--- src/rtl/gb_timer_pkg.sv ---
// Shared DMG timer definitions: register map, IF bit position and overflow sequencing states.
// Imported by the timer and available to the CPU and memory-map logic.
package gb_timer_pkg;

   localparam logic [15:0] ADDR_DIV  = 16'hFF04;
   localparam logic [15:0] ADDR_TIMA = 16'hFF05;
   localparam logic [15:0] ADDR_TMA  = 16'hFF06;
   localparam logic [15:0] ADDR_TAC  = 16'hFF07;

   localparam int IF_TIMER_BIT = 2;

   // RUN: normal counting; DELAY: TIMA just wrapped and reads 0; RELOAD: TMA copied, irq asserted
   typedef enum logic [1:0] {
      TS_RUN    = 2'd0,
      TS_DELAY  = 2'd1,
      TS_RELOAD = 2'd2
   } timer_state_t;

   function automatic logic [3:0] tac_bit_index(input logic [1:0] sel);
      case (sel)
         2'b00:   return 4'd9;
         2'b01:   return 4'd3;
         2'b10:   return 4'd5;
         default: return 4'd7;
      endcase
   endfunction

endpackage

--- src/rtl/gb_timer.sv ---
// DMG timer: DIV/TIMA/TMA/TAC with falling-edge tick detection, including the
// DIV/TAC write glitch and the one-cycle delayed TMA reload with its write races.
module gb_timer
   import gb_timer_pkg::*;
(
   input  logic        clk,
   input  logic        reset,
   input  logic [7:0]  data_i,
   input  logic [15:0] addr,
   input  logic        wren,
   output logic [7:0]  data_o,
   output logic        irq_timer
);

   logic [15:0]  counter, counter_next;
   logic [7:0]   tima, tima_next;
   logic [7:0]   tma, tma_next;
   logic [2:0]   tac, tac_next;
   logic         tick_q, tick_now, tick_fall;
   logic         irq_q, irq_next;
   timer_state_t state, state_next;
   logic         wr_div, wr_tima, wr_tma, wr_tac;

   assign wr_div  = wren && (addr == ADDR_DIV);
   assign wr_tima = wren && (addr == ADDR_TIMA);
   assign wr_tma  = wren && (addr == ADDR_TMA);
   assign wr_tac  = wren && (addr == ADDR_TAC);

   // The tick is sampled live from the counter, so clearing DIV or disabling TAC can fake a falling edge
   assign tick_now  = tac[2] & counter[tac_bit_index(tac[1:0])];
   assign tick_fall = tick_q & ~tick_now;

   assign irq_timer = irq_q;

   always_comb begin
      data_o = 8'hFF;
      case (addr)
         ADDR_DIV:  data_o = counter[15:8];
         ADDR_TIMA: data_o = tima;
         ADDR_TMA:  data_o = tma;
         ADDR_TAC:  data_o = {5'b11111, tac};
         default:   data_o = 8'hFF;
      endcase
   end

   always_comb begin
      counter_next = wr_div ? 16'h0000 : counter + 16'd4;
      tma_next     = wr_tma ? data_i : tma;
      tac_next     = wr_tac ? data_i[2:0] : tac;
      tima_next    = tima;
      state_next   = TS_RUN;
      irq_next     = 1'b0;

      case (state)
         TS_DELAY: begin
            // A CPU write here cancels the pending reload and its interrupt
            if (wr_tima) begin
               tima_next = data_i;
            end else begin
               tima_next  = tma_next;
               irq_next   = 1'b1;
               state_next = TS_RELOAD;
            end
         end
         TS_RELOAD: begin
            if (wr_tma) begin
               tima_next = data_i;
            end
         end
         default: begin
            if (wr_tima) begin
               tima_next = data_i;
            end else if (tick_fall) begin
               tima_next = tima + 8'd1;
               if (tima == 8'hFF) begin
                  state_next = TS_DELAY;
               end
            end
         end
      endcase
   end

   always_ff @(posedge clk or negedge reset) begin
      if (!reset) begin
         counter <= 16'h0000;
         tima    <= 8'h00;
         tma     <= 8'h00;
         tac     <= 3'b000;
         tick_q  <= 1'b0;
         irq_q   <= 1'b0;
         state   <= TS_RUN;
      end else begin
         counter <= counter_next;
         tima    <= tima_next;
         tma     <= tma_next;
         tac     <= tac_next;
         tick_q  <= tick_now;
         irq_q   <= irq_next;
         state   <= state_next;
      end
   end

endmodule

--- config.mk ---
export PLATFORM = sky130hd
export DESIGN_NAME = gb_timer
export DESIGN_NICKNAME = d
export VERILOG_FILES = /design/src/rtl/gb_timer_pkg.sv /design/src/rtl/gb_timer.sv
export SDC_FILE = /design/constraint.sdc
export NUM_CORES = 1
export LEC_CHECK = 0
export CORE_MARGIN = 3
export CORE_UTILIZATION = 54
export CTS_CLUSTER_SIZE = 25
export DETAILED_ROUTE_END_ITERATION = 10
export PLACE_DENSITY = 0.81
export SYNTH_ARGS = -nofsm -noshare
export SYNTH_HDL_FRONTEND = slang
export SYNTH_SLANG_ARGS = --single-unit
--- constraint.sdc ---
create_clock -name clk -period 4 [get_ports clk]
set_clock_uncertainty 0.2 [all_clocks]
set_input_delay 1.2 -clock clk [delete_from_list [all_inputs] [get_ports clk]]
set_output_delay 1.2 -clock clk [all_outputs]
set_load 0.005 [all_outputs]
# Yosys cells after proc, flatten, opt, wreduce, memory -nomap -nowiden

Index checks and enable logic that the tools add are counted.

Bits in registers: 39
Input bits: 27
Output and inout bits: 9
Word-level logic and storage cells: 48

Add/subtract/negate cells: 2
$lt $le $gt $ge: 1
Eq/ne operators: 10
Multiplexer cells: 18
Bitwise gates (word level): 3
Reductions and logical operators: 7

Operator list:

| cell                                                        | count |
|---|---|
| equality test 16 bit (second input constant)                | 4 |
| 2-to-1 mux 8 bit                                            | 5 |
| one-hot mux 8 bit (4 select lines)                          | 1 |
| adder 16 x 3 -> 16 bit (second input constant)              | 1 |
| 2-to-1 mux 16 bit                                           | 1 |
| one-hot mux 8 bit (2 select lines)                          | 1 |
| one-hot mux 4 bit (3 select lines)                          | 1 |
| adder 8 x 1 -> 8 bit (second input constant)                | 1 |
| equality test 8 bit (second input constant)                 | 1 |
| 2-to-1 mux 1 bit                                            | 6 |
| less-than comparator 4 x 5 -> 1 bit (second input constant) | 1 |
| binary-select mux 1 bit (select 4 bit)                      | 1 |
| equality test 2 x 1 -> 1 bit (second input constant)        | 2 |
| equality test 2 bit (second input constant)                 | 2 |
| logical AND 1 bit                                           | 4 |
| one-hot mux 2 bit (2 select lines)                          | 1 |
| nonzero test 4 bit                                          | 1 |
| bitwise AND 1 bit                                           | 2 |
| logical NOT 2 bit                                           | 1 |
| 2-to-1 mux 2 bit                                            | 1 |
| != test 2 bit (second input constant)                       | 1 |
| AND reduction 2 bit                                         | 1 |
| inverter 1 bit                                              | 1 |

# Depth between registers and ports, before layout

Gate-level depths: netlist of run 1.

Depth after elaboration: 10
Mapped depth: 9
Mapped depth without buffers: 6

# Worst setup path before layout of run 1

Ideal clock, no wire load.

Path kind: in2reg
Start point: input port addr[3]
End point: register tima[2]
Data arrival time: 3.560 ns
Data required time: 3.676 ns
Path slack: 0.116 ns
Cell stages on the path: 8
Path buffers: 3
Cells stage by stage: or4b_1 or4_4 or3b_1 buf_6 a32o_1 buf_6 buf_8 o31a_1

Word-level cells in the longest chain between the ends: 5

Ends and longest elaborated chain:

| what                               | line           | text |
|---|---|---|
| from (decl)                        | gb_timer.sv:9  | `input logic [15:0] addr,` |
| equality test 16 bit               | gb_timer.sv:26 | `assign wr_tma = wren && (addr == ADDR_TMA);` |
| logical AND 1 bit                  | gb_timer.sv:26 |  |
| 2-to-1 mux 8 bit                   | gb_timer.sv:48 | `tma_next = wr_tma ? data_i : tma;` |
| 2-to-1 mux 8 bit                   | gb_timer.sv:57 | `if (wr_tima) begin` |
| one-hot mux 8 bit (2 select lines) | gb_timer.sv:54 | `case (state)` |
| to (signal assigned)               | gb_timer.sv:94 | `tima <= tima_next;` |
| to (decl)                          | gb_timer.sv:16 | `logic [7:0] tima, tima_next;` |

Parallel ways exist; a longest one is shown, timed or not.
A chain may end at the register's enable or synchronous reset.

# Final worst setup path of run 1

Start point: input port addr[4]
End point: output port data_o[3]

Word-level cells in the longest chain between the ends: 2

Ends and longest elaborated chain:

| what                                   | line           | text |
|---|---|---|
| equality test 16 bit                   | gb_timer.sv:37 | `case (addr)` |
| one-hot mux 8 bit (4 select lines) (*) | gb_timer.sv:37 |  |
| to (decl)                              | gb_timer.sv:11 | `output logic [7:0] data_o,` |

Mark *: on every way between the ends. The rest lies on a longest branch, timed or not.

==> impl_summary.txt, run 1 <==
----------------------------------------------------
[Clocking]
  Clock sink total ... 37
  Clock slew at reported path FFs ... 0.07 ns
  Clk Tree Root Cell ... sky130_fd_sc_hd__clkbuf_8
  Number of buffers added by the clock tree synthesis step ... 5
  CTS Buffer Depth ... 2
  Clock tree from TritonCTS ... built
  Clock latency of the later-clocked register in the worst-skew pair ... 0.29 ns
  Number of buffers inserted for hold repair after clock tree synthesis ... 0
  H-tree levels ... 2

[Timing]
  Fraction of the cycle the final worst path needs ... 99.7%
  Final Critical Period ... 3.99 ns
  Number of setup violations in the final report ... 0
  Highest Clock Rate ... 0.251 GHz
  Tightest Pin Transition ... 0.827 ns
  Hold Vio Cnt, Final ... 0
  Max Slew Vio Count ... 0
  Setup WS post-layout ... 0.0113 ns
  Worst hold slack across all endpoints ... 0.284 ns
  Max transition margin ... 44.9%
  Unrepaired setup endpoints after global routing ... true

[Global routing]
  Vias in the first global route ... 2218
  Wire length of the first global-routing pass ... 10400 um
  Pin count of the biggest net entering global routing ... 38
  Antenna violations before repair ... 0
  GR Overflow Total ... 0
  Overall routing resource usage ... 26.3%

[Synthesis]
  FF+latch count, synth ... 37
  Number of synthesized flops with an enable pin ... 0
  Register area share after synthesis ... 40.2%
  Syn nets ... 262
  Cells after Synth ... 231
  Total of warnings raised by yosys ... 0
  Flip-flop cell with the highest count after synthesis ... sky130_fd_sc_hd__dfrtp_1
  Mean instance size in the synthesized netlist ... 9.98 um^2
  Async set-or-reset flop fraction in the synthesized netlist ... 100%
  Area of the mapped netlist ... 2310 um^2
  Number of distinct standard cells referenced by the synthesized netlist ... 46

[Status]
  Status ... finished clean

[Min path]
  Class of the most critical hold timing path ... reg2reg

[Die]
  Count of boundary I/O pins ... 36
  Row Count ... 23
  Core footprint ... 4060 um^2
  Die area ... 5090 um^2
  Vert. Die Dim ... 71.3 um
  Initial Util ... 56.8%
  DIE WIDTH ... 71.3 um

[Critical path]
  Largest incremental delay on the critical path ... 0.55 ns
  Cell chain of the critical path ... clkbuf_2, or4b_4, nor4_4, buf_4, buf_6, nand2_2, buf_2
  Crit path required time ... 2.60 ns
  Library cell contributing the largest single delay on the critical path ... sky130_fd_sc_hd__or4b_4
  CP max FO ... 3
  Arrival @ worst endpoint ... 2.59 ns
  Category of the most critical setup path ... in2out
  Category of the worst setup path capture point ... output port
  Top cell family by delay on the critical path ... simple AND/OR/NAND/NOR gates
  Crit start category ... primary input
  Worst path bufs/invs ... 4

[Route]
  Drt first-iter violations ... 226
  DR DRC count ... 0
  Wire per inst ... 19.1 um
  Antenna Nets Post-Route ... 0
  Detailed-routing iteration count for the pre-antenna-repair pass ... 4
  Vias per Instance ... 6.35
  Detailed-route via count ... 2147
  Wire length reported by the detailed router ... 6450 um

[Finish]
  Growth of design area from synthesis to finish ... 30.8%
  Cell area after layout ... 3020 um^2
  Fraction of layout instances using a drive strength above 1 ... 29.5%
  Number of nets at the end of the flow ... 318
  Number of antenna repair diodes ... 0

[Placement]
  Pre-CTS setup slack ... -0.570 ns
  Dpl cell area ... 2770 um^2
  Weighted congestion at the end of routability-driven global placement ... 0.815
  HPWL after detailed placement ... 4090 um
  Total of buffers placed on input and output ports ... 35

[Power and ir drop]
  Net Sw Power ... 0.000183 W
  Switching share of power ... 22.5%
  Sequential cell fraction of total power ... 48.6%
  Reported leakage power ... 1.37 nW
  Internal power consumption ... 0.000631 W
  Worst IR drop on VDD ... 0.313 mV
  Part of the power in the clock network ... 41.6%
  Combinational Power Share ... 9.7%
  Post-route total power ... 0.000814 W
  Total power divided by cell area ... 270 nW/um^2

[Flow run]
  Number of max-cap violations ... 0

----------------------------------------------------
## what timing repair did
action                                  in CTS  in global routing
buffers inserted                             8                  1
resized for setup                           52                 15
pin swaps                                    3                  2
endpoints found under the setup margin       8                  8
cloned                                       2                  0
## power groups by stage
stage | Combinational [W] | Sequential, W | Clock, W
floorplan | 0.0000258 | 0.000400 | 0
CTS | 0.0000763 | 0.000396 | 0.000341
global route | 0.0000861 | 0.000398 | 0.000359
global placement | 0.0000709 | 0.000403 | 0
detailed placement | 0.0000721 | 0.000403 | 0
finish | 0.0000792 | 0.000396 | 0.000339
## flip-flops by register name, summed over array words and instances (netlist names)
name / count
tima: 8
tick_q: 1
state: 2
irq_timer: 1
tma: 8
counter: 14
tac: 3
## layer usage
| metal | routed length [um] | GRT usage (%) |
|---|---|---|
| met3 | 565 | 7.15 |
| met4 | 189 | 10.6 |
| met2 | 3160 | 44.4 |
| met1 | 2540 | 31.9 |
| met5 | 0 | 0 |
## cell usage in the layout, fill, tap and decap left out, types with 5 or more instances in the layout
cell and instances:
sky130_fd_sc_hd__mux2_2 23, sky130_fd_sc_hd__inv_1 5, sky130_fd_sc_hd__buf_2 8, sky130_fd_sc_hd__and3_1 7, sky130_fd_sc_hd__xnor2_1 7, sky130_fd_sc_hd__a21oi_1 6, sky130_fd_sc_hd__clkbuf_8 6, sky130_fd_sc_hd__nand2_1 20
sky130_fd_sc_hd__dlygate4sd2_1 5, sky130_fd_sc_hd__nor2_1 16, sky130_fd_sc_hd__nand3_1 13, sky130_fd_sc_hd__xor2_1 9, sky130_fd_sc_hd__dfrtp_1 37, sky130_fd_sc_hd__buf_4 20, sky130_fd_sc_hd__nor2b_1 5, sky130_fd_sc_hd__clkdlybuf4s50_1 16
## cells by family (layout without fill, tap and decap cells)
family	after synthesis	count (layout)	synth area share [%]
buf+inv	17	74	3.91
flops	37	37	40.2
mux	29	29	16.0
fa+ha+maj	4	4	2.17
xor+xnor	16	16	6.08
simple gates	95	95	21.8
compound gates	33	33	9.93
## synthesized netlist by cell type (all sizes together), types with 2 or more instances
library cell	number	area share (%)
nand3b	3	0.98
nand2	24	3.9
nor3	2	0.43
o21ai	3	0.65
a22o	2	0.76
o31ai	2	0.65
nor4	2	0.54
a221oi	2	0.76
mux2	23	11
xor2	9	3.4
nor2b	5	1.4
a31oi	3	0.81
buf	4	1.8
inv	5	0.81
a21oi	6	1.3
or3	4	1.1
a221o	2	0.87
mux4	4	3.9
nand4b	2	0.76
nand3	13	2.8
dfrtp	37	40
clkbuf	8	1.3
xnor2	7	2.7
ha	4	2.2
nor2	16	2.6
nand4	4	1.1
nand2b	6	1.6
mux2i	2	0.87
o22ai	6	1.6
and3	7	1.9
## final timing paths
| path | start | to | slack [ns] | depth (start not counted) |
|---|---|---|---|---|
| min in group asynchronous | reset | tma[6] | 0.80 | 1 |
| max in group asynchronous | reset | counter[6] | 2.27 | 1 |
| hold / removal | counter[2] | counter[2] | 0.28 | 1 |
| hold reg to reg | counter[2] | counter[2] | 0.28 | 1 |
| setup reg to reg | state[0] | tima[6] | 1.72 | 7 |
| setup / recovery | addr[4] | data_o[3] | 0.01 | 7 |
## stage by stage
stage / TNS (ns) / util, % / std cells
final: 0 / 74.3 / 338
after global routing: -0.0702 / 74.3 / 338
after CTS: 0 / 73.5 / 337
after detailed placement: -5.69 / 68.4 / 319
after global placement: -5.18 / 68.4 / 319
after floorplan: 0 / - / 231
## area by class of cell
| class | instances | area (um^2) |
|---|---|---|
| fill | 296 | 1040 |
| timing repair buffer | 61 | 544 |
| multi-input combinational | 177 | 1350 |
| inverter | 5 | 18.8 |
| sequential | 37 | 926 |
| clock inverter | 1 | 30.0 |
| clock buffer | 7 | 86.3 |
| tap | 50 | 62.6 |
No activity file was read; power rests on OpenSTA's default activity.
==> inputs of run 2 (changes only) <==
==> constraint.sdc (replaced) <==
create_clock -name clk -period 4 [get_ports clk]
set_clock_uncertainty 0.2 [all_clocks]
set_input_delay 0.8 -clock clk [delete_from_list [all_inputs] [get_ports clk]]
set_output_delay 0.8 -clock clk [all_outputs]
set_load 0.005 [all_outputs]
==> impl_summary.txt, run 2 (synthesized netlist as in run 1, its figures left out) <==
----------------------------------------------------
[Min path]
  Worst min-delay path endpoint ... counter[2] (unchanged)
  Cell depth of the worst min-delay path ... 1 (unchanged)
  Min-Delay Startpoint ... counter[2] (unchanged)
  Class of the most critical hold timing path ... reg2reg (unchanged)

[Route]
  Wire length reported by the detailed router ... 5440 um (was 6450 um)
  Wire per inst ... 17.0 um (was 19.1 um)
  Antenna Nets Post-Route ... 0 (unchanged)
  Vias per Instance ... 6.03 (was 6.35)
  Detailed-route via count ... 1922 (was 2147)
  Detailed-routing iteration count for the pre-antenna-repair pass ... 4 (unchanged)
  Drt first-iter violations ... 245 (was 226)
  DR DRC count ... 0 (unchanged)

[Clocking]
  Number of buffers added by the clock tree synthesis step ... 5 (unchanged)
  Number of buffers added for setup after CTS ... 0 (was 8)
  CTS Buffer Depth ... 2 (unchanged)
  Clock tree from TritonCTS ... built (unchanged)
  Clock latency of the later-clocked register in the worst-skew pair ... 0.28 ns (was 0.29 ns)
  Clock sink total ... 37 (unchanged)
  Number of buffers inserted for hold repair after clock tree synthesis ... 0 (unchanged)
  H-tree levels ... 2 (unchanged)
  Clock slew at reported path FFs ... 0.07 ns (about the same)
  Clk Tree Root Cell ... sky130_fd_sc_hd__clkbuf_8 (unchanged)
  Resize count post-CTS ... 0 (was 52)

[Die]
  Core footprint ... 4060 um^2 (unchanged)
  Row Count ... 23 (unchanged)
  Die area ... 5090 um^2 (unchanged)
  Count of boundary I/O pins ... 36 (unchanged)
  DIE WIDTH ... 71.3 um (unchanged)
  Vert. Die Dim ... 71.3 um (unchanged)
  Initial Util ... 56.8% (unchanged)

[Timing]
  Setup TNS ... 0 ns (unchanged)
  Max transition margin ... 44.4% (was 44.9%)
  Hold Vio Cnt, Final ... 0 (unchanged)
  Unrepaired setup endpoints after global routing ... false (was true)
  Tightest Pin Transition ... 0.834 ns (was 0.827 ns)
  Highest Clock Rate ... 0.264 GHz (was 0.251 GHz)
  Final Critical Period ... 3.79 ns (was 3.99 ns)
  Fraction of the cycle the final worst path needs ... 94.8% (was 99.7%)
  Max Slew Vio Count ... 0 (unchanged)
  Number of setup violations in the final report ... 0 (unchanged)
  Setup WS post-layout ... 0.208 ns (was 0.0113 ns)

[Power and ir drop]
  Total power divided by cell area ... 283 nW/um^2 (was 270 nW/um^2)
  Post-route total power ... 0.000797 W (was 0.000814 W)
  Reported leakage power ... 1.22 nW (was 1.37 nW)
  Internal power consumption ... 0.000627 W (was 0.000631 W)
  Sequential cell fraction of total power ... 49.7% (was 48.6%)
  Combinational Power Share ... 8.8% (was 9.7%)
  Part of the power in the clock network ... 41.5% (was 41.6%)
  Switching share of power ... 21.4% (was 22.5%)
  Worst IR drop on VDD ... 0.228 mV (was 0.313 mV)
  Net Sw Power ... 0.000171 W (was 0.000183 W)

[Global routing]
  GR Overflow Total ... 0 (unchanged)
  Antenna violations before repair ... 0 (unchanged)
  Vias in the first global route ... 1922 (was 2218)
  Pin count of the biggest net entering global routing ... 38 (unchanged)
  Overall routing resource usage ... 23.1% (was 26.3%)
  Wire length of the first global-routing pass ... 9300 um (was 10400 um)

[Critical path]
  FF-to-FF path depth ... 5 (was 7)
  Top cell family by delay on the critical path ... buffers and inverters (was simple AND/OR/NAND/NOR gates)
  CP max FO ... 11 (was 3)
  Slack of the worst reg-to-reg path ... 1.55 ns (was 1.72 ns)
  Crit start category ... primary input (unchanged)
  Largest incremental delay on the critical path ... 0.58 ns (was 0.55 ns)
  Worst path bufs/invs ... 3 (was 4)
  Library cell contributing the largest single delay on the critical path ... sky130_fd_sc_hd__or4b_1 (was sky130_fd_sc_hd__or4b_4)
  Arrival @ worst endpoint ... 2.79 ns (was 2.59 ns)
  Category of the most critical setup path ... in2out (unchanged)
  Most frequent CP cell ... sky130_fd_sc_hd__clkdlybuf4s50_1
  Cell chain of the critical path ... clkdlybuf4s50_1, or4b_1, nor4_2, buf_4, nand2b_1, clkdlybuf4s50_1 (was clkbuf_2, or4b_4, nor4_4, buf_4, buf_6, nand2_2, buf_2)
  Crit path required time ... 3.00 ns (was 2.60 ns)
  Category of the worst setup path capture point ... output port (unchanged)
  Reg-to-reg endpoint ... tima[2] (was tima[6])
  Critical R2R Launch ... state[0] (unchanged)

[Finish]
  Fraction of layout instances using a drive strength above 1 ... 16.4% (was 29.5%)
  Largest regs ... counter: 14 flops, tima: 8 flops, tma: 8 flops (unchanged)
  Number of antenna repair diodes ... 0 (unchanged)
  Growth of design area from synthesis to finish ... 22.2% (was 30.8%)
  Flip-flop count of the largest register, all copies and words added ... 14 (unchanged)
  Commonest cells after routing, fill and taps aside ... sky130_fd_sc_hd__dfrtp_1, sky130_fd_sc_hd__clkdlybuf4s50_1, sky130_fd_sc_hd__nand2_1, sky130_fd_sc_hd__mux2_2, sky130_fd_sc_hd__nor2_1 (was sky130_fd_sc_hd__dfrtp_1, sky130_fd_sc_hd__mux2_2, sky130_fd_sc_hd__nand2_1, sky130_fd_sc_hd__buf_4)
  Commonest non-fill, non-tap cell in the layout ... sky130_fd_sc_hd__dfrtp_1 (unchanged)
  Number of nets at the end of the flow ... 299 (was 318)
  Biggest register ... counter (unchanged)
  Cell area after layout ... 2820 um^2 (was 3020 um^2)

[Placement]
  Dpl cell area ... 2700 um^2 (was 2770 um^2)
  Total of buffers placed on input and output ports ... 35 (unchanged)
  HPWL after detailed placement ... 3890 um (was 4090 um)
  Pre-CTS setup slack ... 0.0899 ns (was -0.570 ns)
  Weighted congestion at the end of routability-driven global placement ... 0.862 (was 0.815)

[Flow run]
  Number of max-cap violations ... 0 (unchanged)

[Status]
  Status ... finished clean (unchanged)

----------------------------------------------------
==> run 2: changes by cell type in the layout (fill, tap and decap cells not counted), sizes merged <==
| cell | previous run | this run |
|---|---|---|
| buf | 34 | 8 |
| clkdlybuf4s50 | 16 | 34 |
| bufbuf | 1 | 0 |
| dlymetal6s2s | 1 | 0 |
| dlygate4sd2 | 5 | 0 |
| clkbuf | 11 | 7 |
==> run 2: area by class of cell <==
type / instances / area (um^2)
clock inverter: 1 / 30.0
tap: 50 / 62.6
multi-input combinational: 177 / 1300
clock buffer: 7 / 86.3
inverter: 5 / 18.8
fill: 321 / 1240
sequential: 37 / 926
timing repair buffer: 42 / 398
==> run 2: per-stage QoR <==
stage	std cells	utilization (%)	hold WS [ns]
5_1_grt	319	69.4	0.320
3_5_place_dp	311	66.6	0.291
2_1_floorplan	231	-	0.248
3_3_place_gp	311	66.6	0.277
6_report	319	69.4	0.297
4_1_cts	319	69.4	0.302
==> run 2: worst max path at each step <==
stage | slack, ns | cells after the start | startpoint | endpoint
floorplan | 0.52 | 8 | addr[3] | tima[2]
global placement | 0.16 | 7 | addr[3] | tima[0]
detailed placement | 0.09 | 7 | addr[3] | tima[0]
CTS | 0.20 | 6 | addr[3] | data_o[1]
global route | 0.12 | 6 | addr[3] | data_o[0]
finish | 0.21 | 6 | addr[3] | data_o[1]
==> run 2: power groups by stage <==
stage / combinational [W] / clock, W / sequential, W
3_3_place_gp: 0.0000691 / 0 / 0.000403
5_1_grt: 0.0000780 / 0.000354 / 0.000397
2_1_floorplan: 0.0000258 / 0 / 0.000400
3_5_place_dp: 0.0000705 / 0 / 0.000403
4_1_cts: 0.0000710 / 0.000340 / 0.000396
6_report: 0.0000704 / 0.000331 / 0.000396
==> run 2: worst register-to-register path: cells and delay by family (launching register included) <==
| kind | cells | cell delay (ns) |
|---|---|---|
| compound gates | 2 | 0.76 |
| buf+inv | 1 | 0.05 |
| flops | 1 | 0.35 |
| simple gates | 1 | 0.28 |
| fa+ha+maj | 1 | 0.69 |
==> run 2: per-layer routing <==
| layer | wire (um) | GRT usage, % | part of all wire [%] | up-vias |
|---|---|---|---|---|
| met1 | 2370 | 31.4 | 44 | 916 |
| li1 | - | - | - | 921 |
| met2 | 2550 | 36.5 | 47 | 78 |
| met4 | 70 | 7.72 | 1.3 | 0 |
| met5 | 0 | 0 | 0 | - |
| met3 | 450 | 5.47 | 8.3 | 7 |
==> inputs of run 3 (changes only) <==
- ABC_CLOCK_PERIOD_IN_PS: not set -> 4000
==> results of run 3 <==
Final layout, timing and power as in run 2 (identical DEF).
